[config.mk]
export PLATFORM = sky130hd
export DESIGN_NAME = pipe_stage_skid
export DESIGN_NICKNAME = d
export VERILOG_FILES = /design/src/rtl/pipe_pkg.sv /design/src/rtl/pipe_entry_reg.sv /design/src/rtl/pipe_stage_skid.sv
export SDC_FILE = /design/constraint.sdc
export NUM_CORES = 1
export LEC_CHECK = 0
export ABC_AREA = 1
export CORE_MARGIN = 2
export CORE_UTILIZATION = 35
export DETAILED_ROUTE_END_ITERATION = 10
export PLACE_DENSITY = 0.61
export REMOVE_ABC_BUFFERS = 1
export SETUP_SLACK_MARGIN = 0.02
export SYNTH_ARGS = -nofsm -noshare
export SYNTH_HDL_FRONTEND = slang
export SYNTH_HIERARCHICAL = 1
export SYNTH_SLANG_ARGS = --single-unit
[constraint.sdc]
create_clock -name clock -period 3.97 [get_ports clock]
set_input_delay 0.397 -clock clock [delete_from_list [all_inputs] [get_ports clock]]
set_output_delay 0.397 -clock clock [all_outputs]
set_load 0.005 [all_outputs]
[src/rtl/pipe_pkg.sv]
// Shared types and default widths for the skid-buffered pipeline stage.
package pipe_pkg;

    localparam int CTRL_W_DEF = 13;
    localparam int DATA_W_DEF = 84;
    localparam int CNT_W_DEF  = 16;

    // Encoding doubles as the occupancy count.
    typedef enum logic [1:0] {
        EMPTY = 2'd0,
        FULL  = 2'd1,
        SKID  = 2'd2
    } stage_state_t;

endpackage

[src/rtl/pipe_entry_reg.sv]
// One held pipeline entry: the control half can be cleared on its own, so a
// flushed entry becomes a bubble while its data bits keep their old value.
module pipe_entry_reg #(
    parameter int CTRL_W = 13,
    parameter int DATA_W = 84
) (
    input  logic              clock,
    input  logic              reset,
    input  logic              load,
    input  logic              clear,
    input  logic [CTRL_W-1:0] d_ctrl,
    input  logic [DATA_W-1:0] d_data,
    output logic [CTRL_W-1:0] q_ctrl,
    output logic [DATA_W-1:0] q_data
);

    always_ff @(posedge clock or negedge reset) begin
        if (!reset) begin
            q_ctrl <= '0;
            q_data <= '0;
        end else begin
            if (clear) begin
                q_ctrl <= '0;
            end else if (load) begin
                q_ctrl <= d_ctrl;
                q_data <= d_data;
            end
        end
    end

endmodule

[src/rtl/pipe_stage_skid.sv]
// Two-entry skid-buffered pipeline register. in_ready comes straight from a
// flop so the upstream handshake never depends combinationally on out_ready.
module pipe_stage_skid
    import pipe_pkg::*;
#(
    parameter int CTRL_W = CTRL_W_DEF,
    parameter int DATA_W = DATA_W_DEF,
    parameter int CNT_W  = CNT_W_DEF
) (
    input  logic              clock,
    input  logic              reset,
    input  logic              flush,
    input  logic              in_valid,
    input  logic [CTRL_W-1:0] in_ctrl,
    input  logic [DATA_W-1:0] in_data,
    output logic              in_ready,
    output logic              out_valid,
    output logic [CTRL_W-1:0] out_ctrl,
    output logic [DATA_W-1:0] out_data,
    input  logic              out_ready,
    output logic [1:0]        occupancy,
    output logic [CNT_W-1:0]  stall_cnt
);

    stage_state_t      state;
    stage_state_t      next_state;
    logic              in_ready_q;
    logic              out_valid_q;
    logic              in_xfer;
    logic              out_xfer;
    logic              main_load;
    logic              main_from_skid;
    logic              skid_load;
    logic              clear_ctrl;
    logic [CTRL_W-1:0] main_d_ctrl;
    logic [DATA_W-1:0] main_d_data;
    logic [CTRL_W-1:0] main_ctrl;
    logic [DATA_W-1:0] main_data;
    logic [CTRL_W-1:0] skid_ctrl;
    logic [DATA_W-1:0] skid_data;

    assign in_xfer  = in_valid && in_ready_q;
    assign out_xfer = out_valid_q && out_ready;

    // Handshake flags are registered copies of the next-state decode.
    always_ff @(posedge clock or negedge reset) begin
        if (!reset) begin
            state       <= EMPTY;
            in_ready_q  <= 1'b1;
            out_valid_q <= 1'b0;
        end else begin
            state       <= next_state;
            in_ready_q  <= (next_state != SKID);
            out_valid_q <= (next_state != EMPTY);
        end
    end

    always_comb begin
        next_state = state;
        if (flush) begin
            next_state = EMPTY;
        end else begin
            case (state)
                EMPTY: if (in_xfer) next_state = FULL;
                FULL: begin
                    if (in_xfer && !out_xfer)      next_state = SKID;
                    else if (!in_xfer && out_xfer) next_state = EMPTY;
                end
                SKID:    if (out_xfer) next_state = FULL;
                default: next_state = EMPTY;
            endcase
        end
    end

    // Flush wins over every load; only the control halves are wiped.
    always_comb begin
        main_load      = 1'b0;
        main_from_skid = 1'b0;
        skid_load      = 1'b0;
        clear_ctrl     = flush;
        if (!flush) begin
            case (state)
                EMPTY: main_load = in_xfer;
                FULL: begin
                    if (in_xfer && out_xfer) main_load = 1'b1;
                    else if (in_xfer)        skid_load = 1'b1;
                end
                SKID: begin
                    main_load      = out_xfer;
                    main_from_skid = out_xfer;
                end
                default: ;
            endcase
        end
    end

    assign main_d_ctrl = main_from_skid ? skid_ctrl : in_ctrl;
    assign main_d_data = main_from_skid ? skid_data : in_data;

    pipe_entry_reg #(
        .CTRL_W (CTRL_W),
        .DATA_W (DATA_W)
    ) u_main (
        .clock  (clock),
        .reset  (reset),
        .load   (main_load),
        .clear  (clear_ctrl),
        .d_ctrl (main_d_ctrl),
        .d_data (main_d_data),
        .q_ctrl (main_ctrl),
        .q_data (main_data)
    );

    pipe_entry_reg #(
        .CTRL_W (CTRL_W),
        .DATA_W (DATA_W)
    ) u_skid (
        .clock  (clock),
        .reset  (reset),
        .load   (skid_load),
        .clear  (clear_ctrl),
        .d_ctrl (in_ctrl),
        .d_data (in_data),
        .q_ctrl (skid_ctrl),
        .q_data (skid_data)
    );

    // Saturating count of cycles where upstream was held off; flush does not touch it.
    always_ff @(posedge clock or negedge reset) begin
        if (!reset) begin
            stall_cnt <= '0;
        end else if (in_valid && !in_ready_q && (stall_cnt != {CNT_W{1'b1}})) begin
            stall_cnt <= stall_cnt + CNT_W'(1);
        end
    end

    assign in_ready  = in_ready_q;
    assign out_valid = out_valid_q;
    assign out_ctrl  = out_valid_q ? main_ctrl : '0;
    assign out_data  = main_data;
    assign occupancy = 2'(state);

endmodule

==> key figures, run 1 <==
Die
  – IO Pins: 219
  – Die Y: 174 um
  – Die Span X: approximately 170 um
  – Die area: 30,400 sq um
  – Rows: 62
  – Core area: approximately 29,000 sq um
  – Starting Density: 0.355

Pwr
  – Int Power: between 0.005 and 0.006 W
  – Switching Power: 0.00200 W
  – Seq pwr share: 0.445
  – Worst VDD drop: 0.291 mV
  – PwrDens: 538 nW/um^2
  – P_leak: 6.62 nW
  – Clk pwr share: 0.332
  – Sw Ratio: 0.277
  – Comb pwr share: 0.224

Global routing
  – All-Layer GR Usage: 0.181
  – Vias in the first global route: 8,580
  – First-pass GRT wire length: 45,500 um
  – Initial antenna violation count: 0
  – Grt ovf: 0
  – Pin count of the biggest net entering global routing: 115

Clock network
  – Clock Pin Slew Worst Setup and Hold Paths: ~60 ps
  – Clock buffer depth: 3
  – TritonCTS Buffers: 25
  – Clock sinks: ~210
  – CTS tree: done
  – Setup Fix Bufs, Post-CTS: 0
  – Root Buffer: clkbuf_16
  – H-tree levels: 1
  – Clk Latency, worst-skew pair: about 500 ps

Worst setup path
  – Crit Path Class: flop to flop
  – Worst path arrival time: 2970 ps
  – Crit Path Max Fanout: 37
  – Crit end category: flop
  – FF-to-FF path depth: 7
  – CP required: ~4400 ps
  – CP startpoint: out_valid
  – R2R setup slack: approximately 1400 ps
  – FF-to-FF End: u_main/q_data[78]
  – RR Startpoint: out_valid
  – Crit start category: flop

Synth
  – Top-area cell type share of the netlist area: 0.525
  – Register area share after synthesis: 0.527
  – Cell with the most instances after synthesis: nand2_1
  – Ranking of synthesized cells by area: dfrtp_1, nand2_1, mux2_2
  – Ys Warns: 6
  – Post-synthesis async set-or-reset flop share: 1.00
  – Avg Synthesized Cell Area: 8.82 sq um
  – Yosys top cell by area: dfrtp_1
  – Flops & latches, synth: 214
  – Cell Area, Synth: 10,200 sq um
  – Top_reg_cell synth: dfrtp_1
  – Post-synth EDFFs: 0
  – Mapped Cells: 1,152
  – Yosys cell types: 28
  – Top cells by count, synth: nand2_1, dfrtp_1, nand3_1, mux2_2

Route
  – Number of remaining DRC errors: 0
  – Post-DRT Antenna Nets: 0
  – DR iter-0 viols: 638
  – Vias: 8,416
  – Wirelength per Cell: about 16 um
  – Drt first pass iters: 5
  – Routed WL: around 27,000 um
  – Vias/cell: 4.84

Timing
  – Worst-Margin Slew: 1000 ps
  – Final Slew Violations: 0
  – Relative slew margins: 0.331
  – Period utilization: 0.636
  – Worst Skew: 11.0 ps
  – Hold_ws: between 400 and 500 ps
  – F_max: slightly below 400 MHz
  – Endpoints failing setup: 0
  – Final worst slack: 1440 ps
  – Final Hold Viols: 0
  – Minimum period implied by the final worst setup slack: 2530 ps
  – Unrepaired setup endpoints after global routing: false

Hold path
  – Worst Hold Path EP: u_main/q_data[8]
  – Type of the most critical hold path: flop to flop
  – Worst hold stages: 2
  – Hold_sp: u_main/q_data[8]

Layout
  – Nets@finish: 1,440
  – Area Growth Syn to Fin: 32.0%
  – Post-Layout Inst Area: 13,400 sq um
  – # diodes: 0
  – Share of layout cells above drive strength 1: 0.122

Job
  – Maxcap violations: 0

Placed design
  – DPL Wire Length: 17,000 um
  – GP Congestion: 0.769
  – Number of port buffers: 218
  – Worst slack, placed: about 1100 ps
  – Placed standard-cell area: 12,500 sq um

Status
  – Outcome: complete, no violations
## worst max-delay path: stages, from the launching register on
cell and delay [ps]:
dfrtp_1 630, nand2_1 180, inv_2 120, nand3_4 380, a21oi_4 420, buf_4 440
nand3_1 140, nand2_1 110
## routing by layer
layer,share of wire,vias to the layer above,GRT usage
li1,-,4092,-
met5,0,-,0
met3,0.053,39,0.0319
met1,0.45,4079,0.239
met4,0.023,0,0.0469
met2,0.48,206,0.307
## through the flow
stage / utilization / instances / power (W) / TNS (ps)
after floorplan: - / 1077 / 0.00384 / -603740
after global placement: 0.438 / 1693 / 0.00482 / 0
after detailed placement: 0.438 / 1693 / 0.00488 / 0
after CTS: 0.468 / 1739 / 0.00732 / 0
after global routing: 0.468 / 1739 / 0.00768 / 0
final: 0.468 / 1739 / 0.00722 / 0
## state kept, by name, indices dropped and copies added, names as in the netlist
| register | cells |
|---|---|
| in_ready | 1 |
| occupancy | 2 |
| out_valid | 1 |
| stall_cnt | 16 |
| u_main/q_ctrl | 13 |
| u_main/q_data | 84 |
| u_skid/q_ctrl | 13 |
| u_skid/q_data | 84 |
## cell usage in the layout, fill, tap and decap left out, types with 2 or more instances in the layout
master             n
nand2_4            3
mux2_2            96
buf_12             2
o21ai_0            7
clkbuf_8           4
clkbuf_1           6
bufinv_16          4
nand4_1            5
clkinv_2           7
clkbuf_16         25
inv_1             28
nor2_1            20
nor2_4             3
dfrtp_1          213
nand2_1          482
xnor2_1            6
nand3_1          199
buf_4             12
clkdlybuf4s50_1  217
## power by group through the flow
stage                     logic [W]  clock network (W)  registers, W
after global placement      0.00159                  0       0.00323
final                       0.00162            0.00239       0.00321
after CTS                   0.00164            0.00247       0.00321
after global routing        0.00182            0.00257       0.00330
after floorplan            0.000659                  0       0.00318
after detailed placement    0.00164                  0       0.00324
## worst max path at each step
stage	to	slack, ps	cells past startpoint
after floorplan	u_main/q_data[0]	-4520	7
after global placement	u_skid/q_data[32]	1100	5
after detailed placement	u_skid/q_data[16]	1060	5
after CTS	u_main/q_data[78]	1400	7
after global routing	u_main/q_data[50]	1160	7
final	u_main/q_data[78]	1440	7
## cells by family after synthesis
logic type	share of synthesized area
AO/OA/AOI/OAI	0.00702
XOR/XNOR	0.00604
adder cells (fa/ha/maj)	0.00123
buffers and inverters	0.0570
flip-flops	0.527
multiplexers	0.108
AND/OR/NAND/NOR	0.294
## layout make-up
type                    instances  area (sq um)
well taps                     384           480
clock inverters                10           153
repair buffers                233          2330
multi-input cells             831          4260
flip-flops and latches        214          5360
inverters                      32           125
clock buffers                  35           703
fillers                      2732         15200
## repair_timing
| action | 4_1_cts | 5_1_grt |
|---|---|---|
| hold buffers | 1 | 0 |
| resized for setup | 0 | 0 |
| hold endpoints to repair | 2 | 0 |
(Power assumes the default switching activity.)
==> run 2, diff against run 1 <==
--- a/config.mk
+++ b/config.mk
@@ -9,7 +9,7 @@
 export CORE_MARGIN = 2
 export CORE_UTILIZATION = 35
 export DETAILED_ROUTE_END_ITERATION = 10
-export PLACE_DENSITY = 0.61
+export PLACE_DENSITY = 0.63
 export REMOVE_ABC_BUFFERS = 1
 export SETUP_SLACK_MARGIN = 0.02
 export SYNTH_ARGS = -nofsm -noshare
==> constraint.sdc (replaced) <==
create_clock -name clock -period 2.12 [get_ports clock]
set_input_delay 0.212 -clock clock [delete_from_list [all_inputs] [get_ports clock]]
set_output_delay 0.212 -clock clock [all_outputs]
set_load 0.005 [all_outputs]
==> run 2 against run 1 <==
Utilization is 0.77 points higher; clock-buffer cell count is 3 higher; total power is 87% higher; sequential cell count stayed put; largest cell class unchanged; sequential power is 87% higher; final area is 1.7% higher; global-route usage is 0.44 points higher; register-to-register slack worse by 1200 ps.
==> key figures, run 2 (same netlist as run 1, synthesis figures left out) <==
Die
  – Die Span X: 174 um (unchanged)
  – Die area: 30,400 sq um (unchanged)
  – IO Pins: 219 (unchanged)
  – Die Y: 174 um (unchanged)
  – Rows: 62 (unchanged)
  – Core area: 28,600 sq um (unchanged)
  – Starting Density: 0.355 (unchanged)

Worst setup path
  – Crit start category: flop (unchanged)
  – Worst path arrival time: 1660 ps (was 2970 ps)
  – Critical-path top delay cell: clkdlybuf4s50_1 (was dfrtp_1)
  – Crit Path Class: flop to primary output (was flop to flop)
  – CP required: 1910 ps (was 4420 ps)
  – CP delay by family, top: buffers and inverters (was simple AND/OR/NAND/NOR gates)
  – Crit Path Max Fanout: 14 (was 37)
  – FF-to-FF End: u_main/q_data[2] (was u_main/q_data[78])
  – Crit end category: primary output (was flop)
  – CP startpoint: out_valid (unchanged)
  – RR Startpoint: in_ready (was out_valid)
  – WP buf/inv: 3 (was 2)
  – FF-to-FF path depth: 5 (was 7)
  – R2R setup slack: 280 ps (was 1440 ps)
  – CP Cell Sequence: buf_4 > nand2_1 > inv_1 > clkdlybuf4s50_1 (was nand2_1 > inv_2 > nand3_4 > a21oi_4 > buf_4 > nand3_1 > nand2_1)
  – Max stage delay on crit path: 490 ps (was 630 ps)

Layout
  – Nets@finish: 1,454 (was 1,440)
  – Sequential cell area: 5360 sq um (unchanged)
  – Largest regs: u_main/q_data x84, u_skid/q_data x84, stall_cnt x16 (unchanged)
  – Share of layout cells above drive strength 1: 0.129 (was 0.122)
  – Most frequent cells in the layout: nand2_1, clkdlybuf4s50_1, dfrtp_1 (unchanged)
  – Multi-input logic area: 4260 sq um (unchanged)
  – Commonest non-fill, non-tap cell in the layout: nand2_1 (unchanged)
  – Fill cells: 2,715 (was 2,732)
  – Area Growth Syn to Fin: 34.1% (was 32.0%)
  – Finished Layout Cells: 1,754 (was 1,739)

Global routing
  – Vias in the first global route: 8,526 (was 8,580)
  – All-Layer GR Usage: 0.185 (was 0.181)
  – First-pass GRT wire length: 46,100 um (was 45,500 um)
  – Initial antenna violation count: 2 (was 0)
  – Grt ovf: 0 (unchanged)
  – Pin count of the biggest net entering global routing: 73 (was 115)

Timing
  – Final Slew Violations: 0 (unchanged)
  – Final Hold Viols: 0 (unchanged)
  – Hold_ws: 178 ps (was 466 ps)
  – F_max: ~530 MHz
  – Minimum period implied by the final worst setup slack: 1870 ps
  – Unrepaired setup endpoints after global routing: false (unchanged)
  – Endpoints failing setup: 0 (unchanged)
  – Worst-Margin Slew: 464 ps (was 1000 ps)
  – Relative slew margins: 0.691 (was 0.331)
  – Final setup TNS: 0 ps (unchanged)
  – Worst Skew: 11.7 ps (was 11.0 ps)
  – Period utilization: 0.882
  – Final worst slack: 250 ps (was 1440 ps)

Route
  – Wirelength per Cell: 16.0 um (was 15.8 um)
  – Vias/cell: 4.86 (was 4.84)
  – Drt first pass iters: 5 (unchanged)
  – Routed WL: 28,100 um (was 27,400 um)
  – Number of remaining DRC errors: 0 (unchanged)
  – Vias: 8,532 (was 8,416)
  – DR iter-0 viols: 657 (was 638)
  – Post-DRT Antenna Nets: 0 (unchanged)

Hold path
  – Type of the most critical hold path: input port to async pin (was flop to flop)

Placed design
  – Placed cells: 1,707 (was 1,693)
  – DPL Wire Length: 17,700 um (was 17,000 um)
  – GP Congestion: 0.794 (was 0.769)
  – Worst slack, placed: 94.3 ps (was 1060 ps)
  – Number of port buffers: 218 (unchanged)

Pwr
  – Worst VDD drop: 0.525 mV (was 0.291 mV)
  – Comb pwr share: 0.230 (was 0.224)
  – Clk pwr share: 0.325 (was 0.332)
  – Switching Power: 0.00377 W (was 0.00200 W)
  – Seq pwr share: 0.445 (about the same)
  – PwrDens: 992 nW/um^2 (was 538 nW/um^2)
  – Int Power: 0.00974 W (was 0.00522 W)
  – Sw Ratio: 0.279 (was 0.277)
  – Power, Total: 0.0135 W (was 0.00722 W)
  – P_leak: 6.71 nW (was 6.62 nW)

Clock network
  – CTS resizes: 0 (unchanged)
  – Clock Pin Slew Worst Setup and Hold Paths: 60 ps (about the same)
  – Clock sinks: 214 (unchanged)
  – Clock buffer depth: 3 (unchanged)
  – H-tree levels: 1 (unchanged)
  – Root Buffer: clkbuf_16 (unchanged)
  – TritonCTS Buffers: 25 (unchanged)
  – Clk Latency, worst-skew pair: 520 ps (was 510 ps)
  – CTS tree: done (unchanged)

Job
  – Maxcap violations: 0 (unchanged)

Status
  – Outcome: complete, no violations (unchanged)
-- run 2: cell types whose count changed in the layout (fill, tap and decap cells not counted) --
cell and delta:
clkbuf_1 +2, clkinv_2 -2, diode_2 +2, buf_4 +3, clkbuf_8 +1, bufinv_16 -1, buf_12 +11, clkinvlp_4 -1
-- run 2: area by class of cell --
class | count | area share
clock inverters | 6 | 0.00771
diodes | 2 | 0.000367
clock buffers | 38 | 0.0532
multi-input cells | 831 | 0.312
well taps | 384 | 0.0353
inverters | 32 | 0.00918
flip-flops and latches | 214 | 0.393
repair buffers | 247 | 0.189
-- run 2: through the flow --
| step | cell area (sq um) | utilization |
|---|---|---|
| after floorplan | 9700 | - |
| after global placement | 12800 | 0.446 |
| after detailed placement | 12800 | 0.446 |
| after CTS | 13600 | 0.476 |
| after global routing | 13600 | 0.476 |
| final | 13600 | 0.476 |
-- run 2: what timing repair did --
action                                 4_1_cts  5_1_grt
hold buffers                                 1        0
buffers inserted                             0        0
endpoints found under the hold margin      142        0
-- run 2: how the worst max path moves through the flow --
stage / endpoint / slack (ps) / cells past startpoint
2_1_floorplan: u_main/q_data[0] / -6370 / 7
3_3_place_gp: u_main/q_data[0] / 130 / 7
3_5_place_dp: u_main/q_data[10] / 90 / 7
4_1_cts: out_ctrl[1] / 200 / 4
5_1_grt: out_ctrl[8] / 110 / 4
6_report: out_ctrl[12] / 250 / 4
-- run 2: metal layers --
metal  routed length, um  track usage  part of all wire
met1               12500        0.251              0.44
met4                 951       0.0686             0.034
met2               13200        0.304              0.47
met3                1540       0.0252             0.055
met5                   0            0                 0
-- run 2: power by group through the flow --
stage	Combinational (W)	Clock [W]	Sequential [W]
after floorplan	0.00123	0	0.00595
after global placement	0.00307	0	0.00605
after detailed placement	0.00315	0	0.00606
after CTS	0.00316	0.00449	0.00602
after global routing	0.00350	0.00464	0.00618
final	0.00311	0.00439	0.00601
==> run 3, diff against run 2 <==
--- a/config.mk
+++ b/config.mk
@@ -12,6 +12,7 @@
 export PLACE_DENSITY = 0.63
 export REMOVE_ABC_BUFFERS = 1
 export SETUP_SLACK_MARGIN = 0.02
+export SLEW_MARGIN = 15
 export SYNTH_ARGS = -nofsm -noshare
 export SYNTH_HDL_FRONTEND = slang
 export SYNTH_HIERARCHICAL = 1
==> results of run 3 <==
Same layout as run 2: the final DEF is identical, and so are final timing and power.
==> variant (settings of run 2) <==
The package constant `CNT_W_DEF` goes from 16 to 24.
--- a/src/rtl/pipe_pkg.sv
+++ b/src/rtl/pipe_pkg.sv
@@ -3,7 +3,7 @@
 
     localparam int CTRL_W_DEF = 13;
     localparam int DATA_W_DEF = 84;
-    localparam int CNT_W_DEF  = 16;
+    localparam int CNT_W_DEF  = 24;
 
     // Encoding doubles as the occupancy count.
     typedef enum logic [1:0] {
Ports: changed (resized stall_cnt); port bits go from 219 to 227. No check against the original RTL was run, so the function may have changed too.
==> variant against run 2 <==
Cell area up 4.7%; critical path type unchanged; sequential cell count up 8; largest power group unchanged; via count up 8.3%; area after synthesis up 5.4%; critical path depth unchanged; utilization down 0.58 points; routed wire length up 9.3%; total power up 1.4%; worst setup slack worse by 120 ps; sequential power up 4.3%; clock skew up 7.8 ps; worst hold slack better by 47 ps.
==> variant: results (changes against run 2) <==
cts_inserted_buffers: 26  # +4.0%
clk_latency_ps: 540  # +20 ps
layout-drive-gt1-share: 0.1269  # -0.001769
nets: 1549  # +6.5%
crit_fanout: 14  # unchanged
dp_hpwl_mm: 19.57  # +10%
synth_edf_count: 0  # unchanged
dr.pass1.iters: 5  # unchanged
grt_util_all_layers: 0.1916  # +0.006142
ys_seq_area_frac: 0.5189  # -0.008482
async_reset_ff_frac: 1.000  # unchanged
crit_slowest_cell: "clkdlybuf4s50_1"
outcome: "finished, final reports clean"
synth_common_cells: "518 x nand2_1, 221 x dfrtp_1, 207 x nand3_1"
ys_warn_count: 6  # unchanged
grt_max_degree: 63  # -14%
max_stage_delay_ps: 510  # +20 ps
synth_ff_type: "dfrtp_1"
grt_first_pass_wirelength_mm: 49.11  # +6.5%
cts.path.max_buffers: 3  # unchanged
n_fill_cell: 2847  # +4.9%
synth_cell_type_count: 28  # unchanged
synth_area_leaders: "dfrtp_1 52%, nand2_1 18%, mux2_2 10%, nand3_1 9.7%, buf_4 2.0%"
crit_arrival_ps: 1770  # +110 ps
cpLargestDelayFamily: "buffers and inverters"
power.leakage_uw: 0.006982  # +4.0%
io_buffer_count: 226  # +3.7%
vdd_drop_max_mv: 0.4658  # -11%
reg_top3: "u_main/q_data: 84 flops, u_skid/q_data: 84 flops, stall_cnt: 24 flops"
skew_ps: 19.60  # +7.849 ps
grt_antenna_before_repair: 5  # +3
drt_iter0_drc: 648  # -1.4%
htree_levels: 1  # unchanged
drt-vias-per-instance: 4.978  # +2.3%
clkSlewWorstSetupHoldPaths_ps: 60  # about the same
cts_setup_buffers: 0  # unchanged
drt-total-wl_mm: 30.76  # +9.3%
place.gp.congestion: 0.8346  # +5.1%
cts_root_buf: "clkbuf_16"
slew_headroom: 0.3730  # -0.3177
grt_pass1_vias: 9280  # +8.8%
hold_path_class: "in -> async"
==> variant: changes by cell type in the layout (fill, tap and decap cells not counted), moves of 4 or more <==
cell | run 2 | this run
inv_1 | 28 | 34
clkbuf_1 | 8 | 4
nor2_1 | 20 | 33
clkdlybuf4s50_1 | 217 | 225
dfrtp_1 | 213 | 221
nand3_1 | 199 | 207
nand2_1 | 482 | 518
==> variant: cell families after synthesis <==
family | count (synthesis) | share of synthesized area
AND/OR/NAND/NOR | 776 | 0.3028
flip-flops | 222 | 0.5189
buffers and inverters | 114 | 0.05691
multiplexers | 97 | 0.1020
AO/OA/AOI/OAI | 13 | 0.007596
XOR/XNOR | 13 | 0.01063
adder cells (fa/ha/maj) | 1 | 0.001168
==> variant: final timing paths <==
path	start	to	slack [ps]	cells after the start
setup reg to reg	stall_cnt[1]$_DFFE_PN0P_	stall_cnt[0]$_DFFE_PN0P_	270	8
hold / removal	reset	u_main/q_ctrl[1]$_DFFE_PN0P_	230	2
max in group asynchronous	reset	u_main/q_data[71]$_DFFE_PN0P_	1160	3
setup / recovery	out_valid$_DFF_PN0_	out_ctrl[6]	130	4
min in group clock	in_data[45]	u_skid/q_data[45]$_DFFE_PN0P_	260	3
hold reg to reg	u_skid/q_data[42]$_DFFE_PN0P_	u_skid/q_data[42]$_DFFE_PN0P_	470	2
==> variant: final cells by class <==
cell class	count	area share
flip-flops and latches	222	0.3895
clock buffers	35	0.05148
inverters	37	0.009910
multi-input cells	900	0.3209
repair buffers	259	0.1905
clock inverters	5	0.002719
well taps	396	0.03473
diodes	2	0.0003508
==> variant: metrics by stage <==
step / util / cells / setup TNS, ps / area (um^2) / worst slack (ps)
finish: 0.4701 / 1856 / 0 / 14270 / 133.4
global placement: 0.4441 / 1813 / 0 / 13480 / 123.1
CTS: 0.4699 / 1854 / 0 / 14260 / 91.78
global route: 0.4700 / 1855 / 0 / 14260 / 29.88
floorplan: - / 1159 / -1192010 / 10240 / -8723
detailed placement: 0.4441 / 1813 / 0 / 13480 / 38.38
==> variant: report_power, final <==
| group | internal, uW | switching (uW) | leakage, uW |
|---|---|---|---|
| registers | 5480 | 789 | 0.00286 |
| clock network | 2390 | 1750 | 0.000380 |
| logic | 1830 | 1460 | 0.00374 |
==> variant: routing by layer <==
| layer | global-route usage | up-vias | routed length (um) |
|---|---|---|---|
| li1 | - | 4387 | - |
| met1 | 0.2616 | 4491 | 13660 |
| met2 | 0.3095 | 308 | 14310 |
| met3 | 0.04198 | 48 | 2163 |
| met4 | 0.04709 | 6 | 583 |
| met5 | 0 | - | 39 |
==> variant: what timing repair did <==
action | in CTS | in global routing
hold buffers | 1 | 0
endpoints found under the hold margin | 55 | 0
gates resized for setup | 0 | 0
